`src/rtl/glay_cache_req_arbiter_if.sv`:
```
// Request bus between the request sources, the arbiter and the cache port.
// master = source/sink side, slave = arbiter side.
interface glay_cache_req_arbiter_if #(
    parameter int NUM_REQ   = 2,
    parameter int PAYLOAD_W = 516,
    parameter int ID_W      = (NUM_REQ > 1) ? $clog2(NUM_REQ) : 1
);
    logic [NUM_REQ-1:0]           req_in_valid;
    logic [NUM_REQ*PAYLOAD_W-1:0] req_in_payload;
    logic [NUM_REQ-1:0]           req_in_ready;
    logic                         req_out_valid;
    logic [PAYLOAD_W-1:0]         req_out_payload;
    logic [ID_W-1:0]              req_out_id;
    logic                         req_out_ready;

    modport master (
        output req_in_valid,
        output req_in_payload,
        input  req_in_ready,
        input  req_out_valid,
        input  req_out_payload,
        input  req_out_id,
        output req_out_ready
    );

    modport slave (
        input  req_in_valid,
        input  req_in_payload,
        output req_in_ready,
        output req_out_valid,
        output req_out_payload,
        output req_out_id,
        input  req_out_ready
    );
endinterface

```
`src/rtl/glay_cache_req_arbiter.sv`:
```
// Round-robin merge of setup-stage and engine requests into one registered cache port.
// Define GLAY_ARB_STATS_EN to add per-source grant counters on grant_count.
module glay_cache_req_arbiter #(
    parameter int NUM_REQ       = 2,
    parameter int PAYLOAD_W     = 516,
    parameter int ID_W          = (NUM_REQ > 1) ? $clog2(NUM_REQ) : 1,
    parameter int COUNTER_WIDTH = 32
) (
    input  logic                     ap_clk,
    input  logic                     ap_rst_n,
    glay_cache_req_arbiter_if.slave  bus,
    input  logic                     drain_req,
    output logic                     drain_done,
    output logic                     arb_idle
`ifdef GLAY_ARB_STATS_EN
    ,
    output logic [NUM_REQ*COUNTER_WIDTH-1:0] grant_count
`endif
);

    typedef enum logic [1:0] {
        ARB_IDLE   = 2'd0,
        ARB_ACTIVE = 2'd1,
        ARB_DRAIN  = 2'd2
    } arb_state_t;

    arb_state_t state_q, state_d;

    logic [ID_W-1:0]      rr_ptr_q, rr_ptr_d;
    logic                 out_valid_q, out_valid_d;
    logic [PAYLOAD_W-1:0] out_payload_q, out_payload_d;
    logic [ID_W-1:0]      out_id_q, out_id_d;

    logic [NUM_REQ-1:0]   ptr_mask;
    logic [NUM_REQ-1:0]   hi_req;
    logic [NUM_REQ-1:0]   pick_vec;
    logic [NUM_REQ-1:0]   grant;
    logic                 grant_any;
    logic [ID_W-1:0]      grant_idx;
    logic                 load_en;
    logic                 grant_take;
    logic                 out_xfer;
    logic                 any_valid;

    logic [PAYLOAD_W-1:0] pay_arr [NUM_REQ];

    // Per-source views of the flat payload bus, plus the "at or after rr_ptr" mask.
    for (genvar gi = 0; gi < NUM_REQ; gi++) begin : g_src
        assign pay_arr[gi]  = bus.req_in_payload[gi*PAYLOAD_W +: PAYLOAD_W];
        assign ptr_mask[gi] = (ID_W'(gi) >= rr_ptr_q);
        assign grant[gi]    = grant_any && (grant_idx == ID_W'(gi));
    end

    assign any_valid = |bus.req_in_valid;
    assign out_xfer  = out_valid_q && bus.req_out_ready;

    // Round-robin search: lowest valid index at/after rr_ptr, else wrap to lowest valid overall.
    always_comb begin
        hi_req    = bus.req_in_valid & ptr_mask;
        pick_vec  = (|hi_req) ? hi_req : bus.req_in_valid;
        grant_any = any_valid;
        grant_idx = '0;
        for (int k = NUM_REQ - 1; k >= 0; k--) begin
            if (pick_vec[k]) begin
                grant_idx = ID_W'(k);
            end
        end
    end

    // FSM: next state and status outputs.
    always_comb begin
        state_d    = state_q;
        load_en    = 1'b0;
        drain_done = 1'b0;
        arb_idle   = 1'b0;

        case (state_q)
            ARB_IDLE: begin
                if (!drain_req && any_valid) begin
                    state_d = ARB_ACTIVE;
                end
            end
            ARB_ACTIVE: begin
                load_en = !out_valid_q || bus.req_out_ready;
                if (drain_req) begin
                    state_d = ARB_DRAIN;
                end else if (!any_valid && !out_xfer) begin
                    state_d = ARB_IDLE;
                end
            end
            ARB_DRAIN: begin
                if (!out_valid_q || bus.req_out_ready) begin
                    state_d = ARB_IDLE;
                end
            end
            default: begin
                state_d = ARB_IDLE;
            end
        endcase

        arb_idle   = (state_q == ARB_IDLE) && !out_valid_q;
        drain_done = arb_idle && drain_req;
    end

    assign grant_take       = load_en && grant_any;
    assign bus.req_in_ready = load_en ? grant : '0;

    // Output register: a new grant overwrites (back-to-back), otherwise consumption empties it.
    always_comb begin
        out_valid_d   = out_valid_q;
        out_payload_d = out_payload_q;
        out_id_d      = out_id_q;
        rr_ptr_d      = rr_ptr_q;

        if (grant_take) begin
            out_valid_d   = 1'b1;
            out_payload_d = pay_arr[grant_idx];
            out_id_d      = grant_idx;
            rr_ptr_d      = (grant_idx == ID_W'(NUM_REQ - 1)) ? '0 : grant_idx + ID_W'(1);
        end else if (out_xfer) begin
            out_valid_d = 1'b0;
        end
    end

    always_ff @(posedge ap_clk or negedge ap_rst_n) begin
        if (!ap_rst_n) begin
            state_q       <= ARB_IDLE;
            rr_ptr_q      <= '0;
            out_valid_q   <= 1'b0;
            out_payload_q <= '0;
            out_id_q      <= '0;
        end else begin
            state_q       <= state_d;
            rr_ptr_q      <= rr_ptr_d;
            out_valid_q   <= out_valid_d;
            out_payload_q <= out_payload_d;
            out_id_q      <= out_id_d;
        end
    end

    assign bus.req_out_valid   = out_valid_q;
    assign bus.req_out_payload = out_payload_q;
    assign bus.req_out_id      = out_id_q;

`ifdef GLAY_ARB_STATS_EN
    // One free-running, wrapping counter per source; only reset clears it.
    for (genvar gi = 0; gi < NUM_REQ; gi++) begin : g_stats
        logic [COUNTER_WIDTH-1:0] cnt_q;

        always_ff @(posedge ap_clk or negedge ap_rst_n) begin
            if (!ap_rst_n) begin
                cnt_q <= '0;
            end else if (grant_take && grant[gi]) begin
                cnt_q <= cnt_q + COUNTER_WIDTH'(1);
            end
        end

        assign grant_count[gi*COUNTER_WIDTH +: COUNTER_WIDTH] = cnt_q;
    end
`endif

endmodule
```
`src/flat_wrapper.sv`:
```
// flat-port wrapper written by rule: the top's interface ports become plain ports
module glay_cache_req_arbiter_flat 
#(
    parameter int NUM_REQ       = 2,
    parameter int PAYLOAD_W     = 516,
    parameter int ID_W          = (NUM_REQ > 1) ? $clog2(NUM_REQ) : 1,
    parameter int COUNTER_WIDTH = 32
)
  (ap_clk, ap_rst_n, drain_req, drain_done, arb_idle, bus_req_in_valid, bus_req_in_payload, bus_req_in_ready, bus_req_out_valid, bus_req_out_payload, bus_req_out_id, bus_req_out_ready);
  glay_cache_req_arbiter_if #(.NUM_REQ(NUM_REQ), .PAYLOAD_W(PAYLOAD_W), .ID_W(ID_W)) bus_i ();
  input  logic ap_clk;
  input  logic ap_rst_n;
  input  logic drain_req;
  output logic drain_done;
  output logic arb_idle;
  input wire logic [$bits(bus_i.req_in_valid)-1:0] bus_req_in_valid;
  input wire logic [$bits(bus_i.req_in_payload)-1:0] bus_req_in_payload;
  output wire logic [$bits(bus_i.req_in_ready)-1:0] bus_req_in_ready;
  output wire logic [$bits(bus_i.req_out_valid)-1:0] bus_req_out_valid;
  output wire logic [$bits(bus_i.req_out_payload)-1:0] bus_req_out_payload;
  output wire logic [$bits(bus_i.req_out_id)-1:0] bus_req_out_id;
  input wire logic [$bits(bus_i.req_out_ready)-1:0] bus_req_out_ready;
  assign bus_i.req_in_valid = bus_req_in_valid;
  assign bus_i.req_in_payload = bus_req_in_payload;
  assign bus_req_in_ready = bus_i.req_in_ready;
  assign bus_req_out_valid = bus_i.req_out_valid;
  assign bus_req_out_payload = bus_i.req_out_payload;
  assign bus_req_out_id = bus_i.req_out_id;
  assign bus_i.req_out_ready = bus_req_out_ready;
  glay_cache_req_arbiter #(.NUM_REQ(NUM_REQ), .PAYLOAD_W(PAYLOAD_W), .ID_W(ID_W), .COUNTER_WIDTH(COUNTER_WIDTH)) u_core (.ap_clk(ap_clk), .ap_rst_n(ap_rst_n), .bus(bus_i), .drain_req(drain_req), .drain_done(drain_done), .arb_idle(arb_idle));
endmodule
```
`config.mk`:
```
export PLATFORM = sky130hd
export DESIGN_NAME = glay_cache_req_arbiter_flat
export DESIGN_NICKNAME = d
export VERILOG_FILES = /design/src/rtl/glay_cache_req_arbiter_if.sv /design/src/rtl/glay_cache_req_arbiter.sv /design/src/flat_wrapper.sv
export SDC_FILE = /design/constraint.sdc
export NUM_CORES = 1
export LEC_CHECK = 0
export BUFFER_PORTS_ARGS = -buffer_cell sky130_fd_sc_hd__buf_2
export CORE_AREA = 2 2 602 604
export CTS_BUF_LIST = sky130_fd_sc_hd__clkbuf_2
export DETAILED_ROUTE_END_ITERATION = 8
export DIE_AREA = 0 0 604 606
export PLACE_DENSITY = 0.32
export REMOVE_ABC_BUFFERS = 1
export SLEW_MARGIN = 25
export SYNTH_ARGS = -nofsm -noshare
export SYNTH_HDL_FRONTEND = slang
export SYNTH_SLANG_ARGS = --single-unit
```
`constraint.sdc`:
```
create_clock -name ap_clk -period 3.3 [get_ports ap_clk]
set_input_delay 0.33 -clock ap_clk [delete_from_list [all_inputs] [get_ports ap_clk]]
set_output_delay 0.33 -clock ap_clk [all_outputs]
set_load 0.02 [all_outputs]
```
==> impl_metrics.env, run 1 <==
export IMPL_ys_async_sr_fraction_pct=100
export IMPL_synth_main_ff_cell="dfrtp_1"
export IMPL_stop_error="[ERROR RSZ-0060] Max buffer count reached."
export IMPL_syn_area_per_cell_um2=13.1
export IMPL_synth_most_common_cell="dfrtp_1"
export IMPL_cts_root_buf="clkbuf_2"
export IMPL_gp_congestion=0.888
export IMPL_post_dp_hpwl_um=230000
export IMPL_hold_buffers=1677
export IMPL_synth_edf_count=0
export IMPL_cts_setup_buffers=11
export IMPL_clock_sinks=521
export IMPL_ys_types=25
export IMPL_die_w_um=604
export IMPL_synth_top_area_share_pct=53.4
export IMPL_yosysWarnings=0
export IMPL_synth_area_leaders="dfrtp_1 53%, a221o_1 21%, nor4b_1 18%"
export IMPL_synthTopCellsByCount="521 x dfrtp_1, 511 x a221o_1, 511 x nor4b_1"
export IMPL_start_util_pct=6.77
export IMPL_yosysTopAreaCell="dfrtp_1"
export IMPL_post_cts_resized=14
export IMPL_syn_inst=1861
export IMPL_numCtsBuffers=178
export IMPL_haltStage="clock tree synthesis"
export IMPL_num_rows=221
export IMPL_ys_ff_latch=521
export IMPL_cts_htree_levels=4
export IMPL_cts_buffer_depth=4
export IMPL_seq_area_frac_synth_pct=53.4
export IMPL_die_h_um=606
export IMPL_status="did not finish"
export IMPL_ios=1560
export IMPL_syn_area_um2=24400
export IMPL_port_buffers=1559
-- logic make-up after synthesis --
group | after synthesis | share of synthesized area, %
buffers and inverters | 288 | 6.41
AO/OA/AOI/OAI | 526 | 21.5
AND/OR/NAND/NOR | 526 | 18.7
flip-flops | 521 | 53.4
-- metrics by stage --
step	hold WS [ns]	setup slack [ns]	cells	instance area [µm²]	utilization, %
2_1_floorplan	0.0344	-75.92	1575	22800	-
3_3_place_gp	0.464	0.752	8065	38200	10.6
3_5_place_dp	0.472	0.714	8065	38200	10.6
==> run 2: changes to the inputs <==
--- a/config.mk
+++ b/config.mk
@@ -6,11 +6,10 @@
 export NUM_CORES = 1
 export LEC_CHECK = 0
 export BUFFER_PORTS_ARGS = -buffer_cell sky130_fd_sc_hd__buf_2
-export CORE_AREA = 2 2 602 604
-export CTS_BUF_LIST = sky130_fd_sc_hd__clkbuf_2
+export CORE_AREA = 2 2 603 605
 export DETAILED_ROUTE_END_ITERATION = 8
-export DIE_AREA = 0 0 604 606
-export PLACE_DENSITY = 0.32
+export DIE_AREA = 0 0 605 607
+export PLACE_DENSITY_LB_ADDON = 0.15
 export REMOVE_ABC_BUFFERS = 1
 export SLEW_MARGIN = 25
 export SYNTH_ARGS = -nofsm -noshare
==> run 2 against run 1 <==
  * The run now ends clean
  * Synthesized cell count is the same
  * Area after synthesis unchanged
==> impl_metrics.env, run 2 <==
export IMPL_status="finished, final reports clean"
export IMPL_final_cell_mix="1,558 x buf_2, 969 x dlygate4sd3_1, 520 x dfrtp_1"
export IMPL_ys_ff_latch=521
export IMPL_synth_top_area_share_pct=53.4
export IMPL_cts_setup_buffers=0
export IMPL_fp_dieArea_um2=367000
export IMPL_ant_nets=0
export IMPL_num_vias=30600
export IMPL_grt_max_degree=98
export IMPL_ys_async_sr_fraction_pct=100
export IMPL_slew_viol_final=0
export IMPL_port_buffers=1559
export IMPL_final_util_pct=14.0
export IMPL_period_needed_ns=3.08
export IMPL_grt_first_pass_wirelength_um=336000
export IMPL_clkTransAtPathRegs_ns=0.06
export IMPL_clock_skew_ns=0.0243
export IMPL_clock_sinks=521
export IMPL_ios=1560
export IMPL_syn_inst=1861
export IMPL_yosysWarnings=0
export IMPL_fmax_ghz=0.325
export IMPL_dp_cells=8046
export IMPL_overflow=0
export IMPL_first_global_vias=32300
export IMPL_synth_most_common_cell="dfrtp_1"
export IMPL_numCtsBuffers=86
export IMPL_cts_htree_levels=3
export IMPL_p_per_area_nw_per_um2=716
export IMPL_synthToLayoutAreaGrowth_pct=107
export IMPL_seq_area_frac_synth_pct=53.4
export IMPL_wl_per_cell_um=28.9
export IMPL_leakage_nw=21.6
export IMPL_yosysTopAreaCell="dfrtp_1"
export IMPL_die_h_um=607
export IMPL_rsz0062_at_grt="false"
export IMPL_layout_nets=5348
export IMPL_dr_max_layer_used="met5"
export IMPL_worstPathRequired_ns=2.97
export IMPL_met2RoutedLength_um=132000
export IMPL_fin_crit_sh_pct=93.4
export IMPL_relSlewSlack_pct=33.1
export IMPL_die_w_um=605
export IMPL_cts_tree="done"
export IMPL_fillCellCount=41300
export IMPL_dr_pass1_iters=8
export IMPL_synth_main_ff_cell="dfrtp_1"
export IMPL_end_kind="primary output"
export IMPL_cts_root_buf="clkbuf_16"
export IMPL_syn_area_um2=24400
export IMPL_antenna_found_initial=83
export IMPL_worst_endpoint_arrival_ns=2.75
export IMPL_fin_area_um2=50500
export IMPL_max_stage_delay_ns=0.42
export IMPL_routed_via_density=3.32
export IMPL_synthTopCellsByCount="521 x dfrtp_1, 511 x a221o_1, 511 x nor4b_1"
export IMPL_hold_violations=0
export IMPL_post_dp_hpwl_um=216000
export IMPL_ir_worst_vdd_v=0.000288
export IMPL_grt_util_all_layers_pct=13.8
export IMPL_cts_buffer_depth=4
export IMPL_cap_violations=0
export IMPL_largest_reg_flops=516
export IMPL_synth_area_leaders="dfrtp_1 53%, a221o_1 21%, nor4b_1 18%"
export IMPL_crit_path_start_kind="flop"
export IMPL_ys_types=25
export IMPL_tightest_slew_ns=0.990
export IMPL_drive_gt1_share_pct=41.4
export IMPL_tns_ns=0
export IMPL_gp_congestion=0.820
export IMPL_layout_commonest_cell="buf_2"
export IMPL_drt_total_wl_um=266000
export IMPL_met1_length_um=98400
export IMPL_num_rows=221
export IMPL_critical_path_cell_chain="nor2b_4 > nor4_4 > buf_12 > buf_4 > buf_2"
export IMPL_hold_class="in -> reg"
export IMPL_synth_edf_count=0
export IMPL_worst_setup_path_type="reg -> out"
export IMPL_cpMaxStageDelayCell="dfrtp_1"
export IMPL_coreArea_um2=361000
export IMPL_setup_viol=0
export IMPL_crit_fanout=23
export IMPL_drc_errors=0
export IMPL_syn_area_per_cell_um2=13.1
export IMPL_drt_initial_drc_count=2068
export IMPL_clock_latency_ns=0.79
export IMPL_fin_cells=9195
export IMPL_placed_area_um2=38000
export IMPL_start_util_pct=6.76
export IMPL_met3_length_um=28300
run 2: cell counts after synthesis:
No cell type changed its count.
run 2: area by class of cell:
cell class	count	area [µm²]	area share (%)
Antenna cell	33	82.6	0.163
Tap cell	4794	6000	11.9
Multi-Input combinational cell	1053	9850	19.5
Sequential cell	521	13000	25.8
Inverter	2	7.51	0.0149
Clock inverter	18	166	0.329
Timing Repair Buffer	2646	18800	37.3
Clock buffer	128	2540	5.04
run 2: critical path, delay by kind of cell (launching register included):
family	cells	cell delay, ns
flops	1	0.42
buf+inv	3	0.88
simple gates	2	0.61
run 2: per-stage QoR:
step	setup slack [ns]	power [mW]	hold WS [ns]
floorplan	-75.92	16.0	0.0344
global placement	0.754	24.5	0.450
detailed placement	0.746	24.5	0.438
CTS	0.0788	37.4	0.00100
global route	0.0658	38.3	0.0542
finish	0.219	36.2	0.0955
run 2: cell families (layout without fill, tap and decap cells):
group	count (synthesis)	in the layout	share of synthesized area, %
AOI/OAI and AO/OA	526	527	21.5
buffers and inverters	288	2794	6.41
DFF	521	521	53.4
other	0	33	0
and+or+nand+nor	526	526	18.7
run 2: worst paths after layout:
kind                            depth (start not counted)                               to  slack (ns)                      from
worst max-delay path                                    5              bus_req_in_ready[1]        0.22  u_core.bus.req_out_valid
worst min-delay path                                    3  u_core.bus.req_out_payload[305]         0.1   bus_req_in_payload[305]
worst max register to register                          6    u_core.bus.req_out_payload[7]        0.33           u_core.rr_ptr_q
worst min register to register                          1            u_core.bus.req_out_id        0.47     u_core.bus.req_out_id
max in group asynchronous                               3  u_core.bus.req_out_payload[458]        1.89                  ap_rst_n
min in group asynchronous                               2  u_core.bus.req_out_payload[313]        0.20                  ap_rst_n
run 2: routing by layer:
metal / GRT usage (%) / vias up
li1: - / 13000
met1: 15.0 / 15900
met2: 24.1 / 1341
met3: 6.19 / 306
met4: 3.62 / 28
met5: 0 / -
run 2: what timing repair did:
| action | CTS | global route |
|---|---|---|
| hold buffers | 969 | 0 |
| endpoints found under the hold margin | 543 | 0 |
| endpoints found under the setup margin | 2 | 0 |
| resized for setup | 3 | 0 |
run 2: power by group:
part	total (mW)	internal, mW	switching (mW)
Combinational	16.4	6.53	9.86
Clock	9.29	5.45	3.84
Sequential	10.5	8.49	1.99
Total	36.2	20.5	15.7
Power figures use the tool's default switching activity.
==> run 3: changes to the inputs <==
--- a/config.mk
+++ b/config.mk
@@ -6,9 +6,11 @@
 export NUM_CORES = 1
 export LEC_CHECK = 0
 export BUFFER_PORTS_ARGS = -buffer_cell sky130_fd_sc_hd__buf_2
-export CORE_AREA = 2 2 603 605
+export CELL_PAD_IN_SITES_DETAIL_PLACEMENT = 0
+export CELL_PAD_IN_SITES_GLOBAL_PLACEMENT = 1
+export CORE_AREA = 5 5 602 604
 export DETAILED_ROUTE_END_ITERATION = 8
-export DIE_AREA = 0 0 605 607
+export DIE_AREA = 0 0 607 609
 export PLACE_DENSITY_LB_ADDON = 0.15
 export REMOVE_ABC_BUFFERS = 1
 export SLEW_MARGIN = 25
==> run 3 against run 2 <==
  * Cell area increased by 0.14%
  * Clock skew increased by 0.0010 ns
  * Die area increased by 0.66%
  * Worst setup slack improved by 0.087 ns
  * Sequential cell count unchanged
  * Wire length increased by 0.50%
  * Clock power increased by 0.4%
  * Count of clock-buffer cells in the layout decreased by 2
  * Global-route usage about the same
  * Hold slack improved by 0.0067 ns
  * Cell count about the same
  * Critical path type is now reg -> reg
  * Critical endpoint is now u_core.bus.req_out_payload[6]
  * Highest routed layer unchanged
==> impl_metrics.env, run 3 (synthesis results as in run 2) <==
export IMPL_fmax_ghz=0.334
export IMPL_synthToLayoutAreaGrowth_pct=107
export IMPL_die_h_um=609
export IMPL_cts_root_buf="clkbuf_16"
export IMPL_coreArea_um2=357000
export IMPL_status="finished, final reports clean"
export IMPL_slew_viol_final=0
export IMPL_fin_area_um2=50600
export IMPL_numCtsBuffers=89
export IMPL_fp_dieArea_um2=370000
export IMPL_end_kind="flop"
export IMPL_p_per_area_nw_per_um2=708
export IMPL_hold_violations=0
export IMPL_clock_latency_ns=0.78
export IMPL_ios=1560
export IMPL_drc_errors=0
export IMPL_largest_reg_flops=516
export IMPL_num_vias=30600
export IMPL_cts_setup_buffers=0
export IMPL_drt_initial_drc_count=1932
export IMPL_ir_worst_vdd_v=0.000413
export IMPL_leakage_nw=21.7
export IMPL_drt_total_wl_um=267000
export IMPL_setup_viol=0
export IMPL_rsz0062_at_grt="false"
export IMPL_worst_setup_path_type="reg -> reg"
export IMPL_first_global_vias=32900
export IMPL_cts_buffer_depth=4
export IMPL_gp_congestion=0.793
export IMPL_power_mw=35.8
export IMPL_overflow=0
export IMPL_hold_class="in -> reg"
export IMPL_cts_tree="done"
export IMPL_cap_violations=0
export IMPL_die_w_um=607
export IMPL_fin_crit_sh_pct=90.7
export IMPL_routed_via_density=3.32
export IMPL_crit_path_start_kind="flop"
export IMPL_grt_first_pass_wirelength_um=342000
export IMPL_antenna_found_initial=140
export IMPL_layout_commonest_cell="buf_2"
export IMPL_placed_area_um2=38000
export IMPL_layout_nets=5359
export IMPL_final_cell_mix="1,558 x buf_2, 977 x dlygate4sd3_1, 521 x dfrtp_1"
export IMPL_grt_max_degree=105
export IMPL_holdWs_ns=0.102
export IMPL_port_buffers=1559
export IMPL_wl_per_cell_um=29.1
export IMPL_dr_pass1_iters=7
export IMPL_ant_nets=0
export IMPL_path_common_cell="buf_12"
export IMPL_cpMaxStageDelayCell="dlygate4sd3_1"
export IMPL_post_dp_hpwl_um=216000
export IMPL_grt_util_all_layers_pct=13.8
export IMPL_worstPathRequired_ns=3.96
export IMPL_worst_endpoint_arrival_ns=3.65
export IMPL_final_util_pct=14.2
export IMPL_num_rows=220
export IMPL_clkTransAtPathRegs_ns=0.06
export IMPL_tns_ns=0
export IMPL_clock_sinks=521
export IMPL_cts_htree_levels=3
export IMPL_tightest_slew_ns=0.971
export IMPL_clock_skew_ns=0.0253
export IMPL_max_stage_delay_ns=0.56
export IMPL_period_needed_ns=2.99
export IMPL_start_util_pct=6.84
export IMPL_crit_fanout=104
export IMPL_drive_gt1_share_pct=41.3
export IMPL_relSlewSlack_pct=34.8
export IMPL_critical_path_cell_chain="nand2b_4 > or3_4 > buf_12 > buf_12 > a221o_1 > dlygate4sd3_1"
run 3: cell types whose count changed in the layout (fill, tap and decap cells not counted), moves of 3 or more:
cell	previous run	this run
diode_2	33	50
dlygate4sd3_1	969	977
clkinv_2	8	15
clkbuf_8	17	11
buf_4	83	86
clkbuf_1	22	25
clkinv_4	4	1
run 3: metrics by stage:
step	instances	setup WS, ns
after detailed placement	8026	0.705
after CTS	9151	0.0691
after global placement	8026	0.717
final	9201	0.306
after global routing	9181	0.107
after floorplan	1575	-75.92
run 3: layout make-up:
| class | instances | area [µm²] |
|---|---|---|
| multi-input combinational | 1052 | 9840 |
| clock inverter | 22 | 206 |
| sequential | 521 | 13000 |
| tap | 4773 | 5970 |
| clock buffer | 126 | 2500 |
| fill | 40800 | 306000 |
| antenna | 50 | 125 |
| inverter | 2 | 7.51 |
| timing repair buffer | 2655 | 18900 |
run 3: repair_timing:
action                     in CTS  in global routing
resized for setup               1                  0
setup endpoints to repair       1                  0
hold endpoints to repair      546                  0
hold buffers                  977                  0
run 3: power by group:
group | internal [mW] | switching, mW | leakage, nW | total (mW)
registers | 8.49 | 1.91 | 6.46 | 10.4
clock network | 5.45 | 3.88 | 1.33 | 9.33
logic | 6.57 | 9.54 | 13.9 | 16.1
run 3: critical path, delay by kind of cell (launching register included):
| kind | cells | cell delay, ns |
|---|---|---|
| flip-flops | 1 | 0.41 |
| AND/OR/NAND/NOR | 2 | 0.77 |
| buffers and inverters | 3 | 0.94 |
| AO/OA/AOI/OAI | 1 | 0.45 |
run 3: worst paths after layout:
path / from / end / slack (ns) / depth (start not counted)
max: u_core.state_q[1] / u_core.bus.req_out_payload[6] / 0.31 / 6
min: bus_req_in_payload[321] / u_core.bus.req_out_payload[321] / 0.10 / 3
max reg2reg: u_core.state_q[1] / u_core.bus.req_out_payload[6] / 0.31 / 6
min reg2reg: u_core.bus.req_out_payload[388] / u_core.bus.req_out_payload[388] / 0.51 / 1
max in group asynchronous: ap_rst_n / u_core.bus.req_out_payload[12] / 2.04 / 3
min in group asynchronous: ap_rst_n / u_core.bus.req_out_payload[5] / 0.19 / 2
run 3: metal layers:
| metal | wire length [µm] | track usage [%] |
|---|---|---|
| met4 | 6420 | 3.07 |
| met5 | 256 | 0 |
| met2 | 133000 | 24.2 |
| met1 | 103000 | 15.8 |
| met3 | 25000 | 5.18 |
